`src/rtl/sum_display_scanner.sv`:
```
// sum_display_scanner: shows adder operands A, B (hex) and the 5-bit sum {C,Y}
// (two decimal digits) on the Basys3 4-digit 7-segment display. Inputs are
// snapshotted once per scan frame so a frame never mixes old and new values.
`timescale 1ns/1ps
module sum_display_scanner #(
    parameter int REFRESH_DIV = 100000,
    parameter int CNT_W       = 17
) (
    input  logic       clk,
    input  logic       rst,
    input  logic [3:0] A,
    input  logic [3:0] B,
    input  logic [3:0] Y,
    input  logic       C,
    output logic [6:0] seg,
    output logic       dp,
    output logic [3:0] an
);

    localparam logic [3:0] AN_BLANK  = 4'b1111;
    localparam logic [6:0] SEG_BLANK = 7'b1111111;

    // Active-low segment pattern for one hex digit, seg[0]=a ... seg[6]=g.
    function automatic logic [6:0] hex7(input logic [3:0] v);
        logic [6:0] p;
        case (v)
            4'h0: p = 7'b1000000;
            4'h1: p = 7'b1111001;
            4'h2: p = 7'b0100100;
            4'h3: p = 7'b0110000;
            4'h4: p = 7'b0011001;
            4'h5: p = 7'b0010010;
            4'h6: p = 7'b0000010;
            4'h7: p = 7'b1111000;
            4'h8: p = 7'b0000000;
            4'h9: p = 7'b0010000;
            4'hA: p = 7'b0001000;
            4'hB: p = 7'b0000011;
            4'hC: p = 7'b1000110;
            4'hD: p = 7'b0100001;
            4'hE: p = 7'b0000110;
            default: p = 7'b0001110;
        endcase
        return p;
    endfunction

    logic [CNT_W-1:0] div_cnt_q, div_cnt_d;
    logic [1:0]       idx_q, idx_d;
    logic             primed_q, primed_d;
    logic [3:0]       snap_a_q, snap_a_d;
    logic [3:0]       snap_b_q, snap_b_d;
    logic [3:0]       snap_y_q, snap_y_d;
    logic             snap_c_q, snap_c_d;
    logic [3:0]       an_q, an_d;
    logic [6:0]       seg_q, seg_d;

    logic             tick;
    logic [4:0]       sum;
    logic [3:0]       tens;
    logic [3:0]       ones;
    logic [3:0]       digit;

    // Divider terminal count; the divider only runs once the snapshot is primed.
    assign tick = primed_q && (div_cnt_q == CNT_W'(REFRESH_DIV - 1));

    // Counter, digit index and snapshot next-state; snapshot reloads at frame boundary only.
    always_comb begin
        div_cnt_d = div_cnt_q;
        idx_d     = idx_q;
        primed_d  = primed_q;
        snap_a_d  = snap_a_q;
        snap_b_d  = snap_b_q;
        snap_y_d  = snap_y_q;
        snap_c_d  = snap_c_q;
        if (!primed_q) begin
            primed_d = 1'b1;
            snap_a_d = A;
            snap_b_d = B;
            snap_y_d = Y;
            snap_c_d = C;
        end else if (tick) begin
            div_cnt_d = '0;
            idx_d     = idx_q + 2'd1;
            if (idx_q == 2'd3) begin
                snap_a_d = A;
                snap_b_d = B;
                snap_y_d = Y;
                snap_c_d = C;
            end
        end else begin
            div_cnt_d = div_cnt_q + CNT_W'(1);
        end
    end

    // Split the 0..31 snapshot sum into decimal tens and ones.
    always_comb begin
        sum = {snap_c_q, snap_y_q};
        if (sum >= 5'd30) begin
            tens = 4'd3;
            ones = 4'(sum - 5'd30);
        end else if (sum >= 5'd20) begin
            tens = 4'd2;
            ones = 4'(sum - 5'd20);
        end else if (sum >= 5'd10) begin
            tens = 4'd1;
            ones = 4'(sum - 5'd10);
        end else begin
            tens = 4'd0;
            ones = sum[3:0];
        end
    end

    // Pick the digit for the current slot and form the anode/segment pattern.
    always_comb begin
        an_d  = AN_BLANK;
        seg_d = SEG_BLANK;
        case (idx_q)
            2'd0:    digit = ones;
            2'd1:    digit = tens;
            2'd2:    digit = snap_b_q;
            default: digit = snap_a_q;
        endcase
        if (primed_q && !(idx_q == 2'd1 && tens == 4'd0)) begin
            an_d  = ~(4'b0001 << idx_q);
            seg_d = hex7(digit);
        end
    end

    // State and output registers with synchronous reset.
    always_ff @(posedge clk) begin
        if (rst) begin
            div_cnt_q <= '0;
            idx_q     <= 2'd0;
            primed_q  <= 1'b0;
            snap_a_q  <= 4'd0;
            snap_b_q  <= 4'd0;
            snap_y_q  <= 4'd0;
            snap_c_q  <= 1'b0;
            an_q      <= AN_BLANK;
            seg_q     <= SEG_BLANK;
        end else begin
            div_cnt_q <= div_cnt_d;
            idx_q     <= idx_d;
            primed_q  <= primed_d;
            snap_a_q  <= snap_a_d;
            snap_b_q  <= snap_b_d;
            snap_y_q  <= snap_y_d;
            snap_c_q  <= snap_c_d;
            an_q      <= an_d;
            seg_q     <= seg_d;
        end
    end

    assign an  = an_q;
    assign seg = seg_q;
    assign dp  = 1'b1;

endmodule
```
`config.mk`:
```
export PLATFORM = sky130hd
export DESIGN_NAME = sum_display_scanner
export DESIGN_NICKNAME = d
export VERILOG_FILES = /design/src/rtl/sum_display_scanner.sv
export SDC_FILE = /design/constraint.sdc
export NUM_CORES = 1
export LEC_CHECK = 0
export CORE_ASPECT_RATIO = 0.5
export CORE_MARGIN = 2
export CORE_UTILIZATION = 40
export CTS_BUF_LIST = sky130_fd_sc_hd__clkbuf_4 sky130_fd_sc_hd__clkbuf_8
export DETAILED_ROUTE_END_ITERATION = 8
export DONT_BUFFER_PORTS = 1
export MAX_ROUTING_LAYER = met4
export PLACE_DENSITY = 0.62
export SLEW_MARGIN = 20
export SYNTH_ARGS = -nofsm -noshare
export SYNTH_HDL_FRONTEND = slang
export SYNTH_SLANG_ARGS = --single-unit
```
`constraint.sdc`:
```
create_clock -name clk -period 2.6 [get_ports clk]
set_input_delay 0.39 -clock clk [delete_from_list [all_inputs] [get_ports clk]]
set_output_delay 0.39 -clock clk [all_outputs]
set_load 0.01 [all_outputs]
```
==> qor.yml, run 1 <==
run_status:
  status: "completed"
global_routing:
  groute.usage.overall_pct: 16.8
  overflow: 0
  grt-busiest-layer: "met2"
  use_met1_pct: 20.0
  grt_antenna_before_repair: 0
  use_met3_pct: 5.01
  grt_pass1_vias: 1866
  met2_usage_pct: 28.2
  grt_first_pass_wirelength_um: 8690
  grt_max_degree: 20
drt:
  routed_wl_um: 5280
  drc: 0
  routed_via_density: 5.39
  drt-pass1-iter-count: 4
  vias: 1952
  drtIter0Drc: 110
  routedWlPerCell_um: 14.6
  detail-route-antenna-nets: 0
floorplanning:
  start_util_pct: 41.0
  core_area_um2: 6010
  io_pins: 27
  rows: 20
  fp.dieArea_um2: 6840
  die_y_um: 59.5
  die_x_um: 115
synth:
  syn_inst: 279
  synth_area_leaders: "dfxtp_1, ha_1, nor2_1"
  yosysTopAreaCell: "dfxtp_1"
  syn_avg_cell_area_um2: 8.83
  synth_edf_count: 0
  yosysSeqAreaShare_pct: 35.8
  syn_area_um2: 2460
  synth_cell_types: 62
  synth_top_area_share_pct: 35.8
  synthesis.nets: 310
  synth-seq-cells: 44
  synth_most_common_cell: "dfxtp_1"
  yosysWarnings: 0
  ys.flop_type: "dfxtp_1"
  synth-async-reset-ratio_pct: 0
  synthTopCellsByCount: "dfxtp_1, nor2_1, nand3_1"
setup_path:
  cp.arrival_ps: 2660
  slowest_delay_ps: 370
  slowest_stage: "dfxtp_4"
  crit_path_end_kind: "flip-flop"
  crit_type: "reg2reg"
  setup.worst_path.start_class: "flip-flop"
  worstPathCellList: "inv_1 > ha_2 > and2b_2 > o211ai_1 > and4b_2 > nor3_4 > buf_4 > ha_1 > nor2_1 > a221oi_2 > o21ai_1"
  worstPathMaxFanout: 5
  reg2regPathDepth: 11
  worstPathRequired_ps: 2780
timing:
  holdWs_ps: 144
  slew_viol_final: 0
  finalSetupViolCount: 0
  worstMarginPinSlew_ps: 847
  setup-tns-final_ps: 0
  finalHoldViolCount: 0
  timing.fmax_mhz: 404
  relSlewSlack_pct: 43.5
  fin_crit_ps: 2470
  clock_skew_ps: 6.71
  fin_crit_sh_pct: 95.2
power:
  power_density_nw_per_um2: 550
  p_total_uw: 1500
  peakVddDrop_uv: 223
  cellLeakagePower_uw: 0.00102
clock_network:
  cts_tree: "built"
  cts_made_buffers: 5
  root_buffer: "clkbuf_8"
  clock_sinks: 44
  path_clk_slew_ps: 80
  cts_max_path_buffers: 2
  htree_levels: 2
  worstSkewPairLatency_ps: 300
  cts-hold-fix-buffers: 0
placed_design:
  dp_cells: 352
  hpwl_um: 3890
  gp_congestion: 0.903
  io_buffers: 0
flow_run:
  cap_violations: 0
final_layout:
  layout-drive-gt1-share_pct: 16.1
  syn_to_final_growth_pct: 11.1
  instances_no_fill: 362
  n_antenna_cell: 0
  finalNetCount: 315
worst_hold_path:
  min_path_type: "in2reg"
  hold_depth: 1
-- final cells by class --
cell class	count	area, µm²
repair buffers	11	82.6
multi-input cells	205	1480
clock inverters	1	30.0
inverters	17	63.8
clock buffers	7	96.3
well taps	77	96.3
flip-flops and latches	44	890
fillers	601	3270
-- stage by stage --
stage               util (%)  area (µm²)  setup slack [ps]
floorplan                  -        2470               106
global placement        42.5        2550               141
detailed placement      42.5        2550              8.86
CTS                     44.6        2680              21.2
global route            45.6        2740             -6.72
finish                  45.6        2740               126
-- flip-flops by register name, indices dropped and copies added, names as in the netlist --
name       count
an             4
div_cnt_q     17
idx_q          2
primed_q       1
seg            7
snap_a_q       4
snap_b_q       4
snap_c_q       1
snap_y_q       4
-- final timing paths --
kind	start	endpoint	slack [ps]
max	snap_y_q[2]	seg[3]	130
min	rst	snap_y_q[2]	140
max reg2reg	snap_y_q[2]	seg[3]	130
min reg2reg	snap_a_q[1]	snap_a_q[1]	530
-- worst max-delay path: cells and delay by family (launching register included) --
family / cells / cell delay, ps
compound gates: 3 / 680
simple gates: 4 / 630
fa+ha+maj: 2 / 470
flops: 1 / 370
buf+inv: 2 / 230
-- cell usage in the layout (no fill, tap or decap), types with 2 or more instances in the layout --
cell type,instances
dfxtp_1,41
mux2i_1,13
dfxtp_4,2
clkbuf_8,7
nand2_1,14
a221oi_2,2
o21ai_1,3
nand3_1,16
xor2_1,4
nand4b_1,2
inv_1,16
and3_1,2
ha_1,15
a21oi_2,2
nor2_1,41
nand4_1,8
nand2b_1,3
and2_1,2
buf_4,11
o211ai_1,5
o31a_1,2
a21oi_1,10
a31oi_1,4
a211oi_1,2
nor3_1,2
xnor2_1,11
o21ai_0,6
-- routing by layer --
layer  routed length [µm]  vias to the layer above
met4                   54                        0
met1                 2510                      938
li1                     -                      988
met5                    0                        -
met2                 2570                       19
met3                  138                        7
-- logic make-up (layout without fill, tap and decap cells) --
logic type / count (synthesis) / count (layout) / synth area share, %
buf+inv: 30 / 36 / 5.94
xor+xnor: 15 / 15 / 5.34
mux: 14 / 14 / 5.89
other cells: 1 / 1 / 0.152
flops: 44 / 44 / 35.8
compound gates: 54 / 54 / 16.9
simple gates: 105 / 105 / 21.9
fa+ha+maj: 16 / 16 / 8.13
-- report_power, final --
group	switching [µW]	internal, µW	leakage (µW)
clock	231	339	0.0000645
sequential	30.5	701	0.000362
combinational	112	91.7	0.000597
total	373	1130	0.00102
-- repair_timing --
item	CTS	global route
setup buffers	0	2
endpoints found under the setup margin	1	3
gates resized for setup	1	11
pin swaps	0	4
Note: power is estimated with default switching activity, not from simulation.
==> run 2, diff against run 1 <==
- CTS_CLUSTER_DIAMETER: not set -> 100
==> results of run 2 <==
No change in the layout: final DEF, timing and power equal those of run 1.
==> run 3, diff against run 2 <==
- TNS_END_PERCENT: not set -> 30
==> qor.yml, run 3 (synthesis results as in run 1) <==
floorplanning:
  fp.dieArea_um2: 6840  # unchanged
  die_y_um: 59.5  # unchanged
  core_area_um2: 6010  # unchanged
  rows: 20  # unchanged
  die_x_um: 115  # unchanged
  start_util_pct: 41.0  # unchanged
  io_pins: 27  # unchanged
drt:
  drtIter0Drc: 131  # +19%
  routedWlPerCell_um: 14.7  # +0.68%
  drt-pass1-iter-count: 4  # unchanged
  routed_wl_um: 5300  # +0.40%
  drc: 0  # unchanged
  vias: 1966  # +0.72%
  routed_via_density: 5.45  # +1.0%
  detail-route-antenna-nets: 0  # unchanged
global_routing:
  groute.usage.overall_pct: 16.8  # unchanged
  grt_first_pass_wirelength_um: 8690  # unchanged
  grt_pass1_vias: 1866  # unchanged
  grt_max_degree: 20  # unchanged
  overflow: 0  # unchanged
  grt_antenna_before_repair: 0  # unchanged
timing:
  finalHoldViolCount: 0  # unchanged
  slew_viol_final: 0  # unchanged
  finalSetupViolCount: 0  # unchanged
  relSlewSlack_pct: 43.5  # about the same
  clock_skew_ps: 6.17  # -0.545 ps
  fin_crit_ps: 2510  # +38.1 ps
  holdWs_ps: 146  # +1.41 ps
  worstMarginPinSlew_ps: 847  # -0.122 ps
  rsz0062_at_grt: "true"
  fin_crit_sh_pct: 96.6  # +1.5 points
  timing.fmax_mhz: 398  # -1.5%
worst_hold_path:
  min_path_type: "in2reg"
run_status:
  status: "completed"
flow_run:
  cap_violations: 0  # unchanged
clock_network:
  htree_levels: 2  # unchanged
  cts_max_path_buffers: 2  # unchanged
  cts_made_buffers: 5  # unchanged
  worstSkewPairLatency_ps: 300  # about the same
  path_clk_slew_ps: 80  # about the same
  root_buffer: "clkbuf_8"
  cts_tree: "built"
  clock_sinks: 44  # unchanged
setup_path:
  worstPathRequired_ps: 2780  # about the same
  cp_top_family: "compound AO/OA/AOI/OAI gates"
  cp.arrival_ps: 2690  # +30 ps
  setup.worst_path.start_class: "flip-flop"
  cp_common_cell: "ha_1"
  slowest_delay_ps: 380  # about the same
  cp.buffers_inverters: 2  # unchanged
  crit_path_end_kind: "flip-flop"
  crit_type: "reg2reg"
  worstPathCellList: "inv_1 > ha_1 > and2b_2 > o211ai_1 > and4b_2 > nor3_4 > buf_4 > ha_1 > nor2_1 > a221oi_2 > o21ai_1"
  slowest_stage: "dfxtp_4"
  worstPathMaxFanout: 6  # +1
final_layout:
  layout_common_cells: "nor2_1, dfxtp_1, inv_1, nand3_1, ha_1"
  n_antenna_cell: 0  # unchanged
  largest_register_ffs: 17  # unchanged
  instances_no_fill: 361  # -0.28%
  layout-drive-gt1-share_pct: 15.5  # -0.65 points
  finalNetCount: 314  # -0.32%
  regMostFlops: "div_cnt_q"
  nFillCells: 601  # unchanged
  syn_to_final_growth_pct: 10.7
power:
  power_density_nw_per_um2: 551  # +0.26%
  cellLeakagePower_uw: 0.00102  # -0.38%
  peakVddDrop_uv: 223  # about the same
placed_design:
  io_buffers: 0  # unchanged
  gp_congestion: 0.903  # unchanged
  hpwl_um: 3890  # unchanged
  dp_cells: 352  # unchanged
[run 3: worst reg2reg max path: cells and delay by family, from the launching register on]
kind	cells	cell delay, ps
AO/OA/AOI/OAI	3	670
AND/OR/NAND/NOR	4	640
adder cells (fa/ha/maj)	2	490
flip-flops	1	380
buffers and inverters	2	240
[run 3: where the power goes]
group | switching, µW | internal (µW)
clock | 230 | 339
combinational | 113 | 90.7
sequential | 30.7 | 701
[run 3: path summary, 6_finish.rpt]
| path | start | to | slack, ps | cells past startpoint |
|---|---|---|---|---|
| worst min-delay path | rst | snap_y_q[2] | 150 | 1 |
| worst max-delay path | snap_y_q[2] | seg[3] | 90 | 11 |
| worst min register to register | snap_b_q[2] | snap_b_q[2] | 520 | 2 |
| worst max register to register | snap_y_q[2] | seg[3] | 90 | 11 |
[run 3: routing by layer]
| layer | up-vias | global-route usage, % | routed length, µm |
|---|---|---|---|
| met1 | 948 | 20.0 | 2530 |
| met5 | - | - | 0 |
| met2 | 28 | 28.2 | 2580 |
| li1 | 986 | - | - |
| met3 | 4 | 5.01 | 152 |
| met4 | 0 | 4.48 | 35 |
[run 3: per-stage QoR]
step                utilization [%]  TNS [ps]  area [µm²]  power (µW)  worst slack, ps
floorplan                         -         0        2470         902              106
global placement               42.5         0        2550         932              141
detailed placement             42.5         0        2550         936             8.86
CTS                            44.6         0        2680        1510             21.2
global route                   45.4     -36.8        2730        1580            -36.8
finish                         45.4         0        2730        1500             87.7
[run 3: repair_timing]
action                                  CTS  global route
gates resized for setup                   1            10
hold buffers                              0             0
pin swaps                                 0             3
endpoints found under the hold margin     0             0
setup buffers                             0             1
endpoints found under the setup margin    1             3
[run 3: cell type report]
type                    instances  area (µm²)  share of cell area, %
multi-input cells             205        1480                   54.1
flip-flops and latches         44         890                   32.6
clock buffers                   7        96.3                   3.53
well taps                      77        96.3                   3.53
repair buffers                 10        75.1                   2.75
inverters                      17        63.8                   2.34
clock inverters                 1        30.0                   1.10
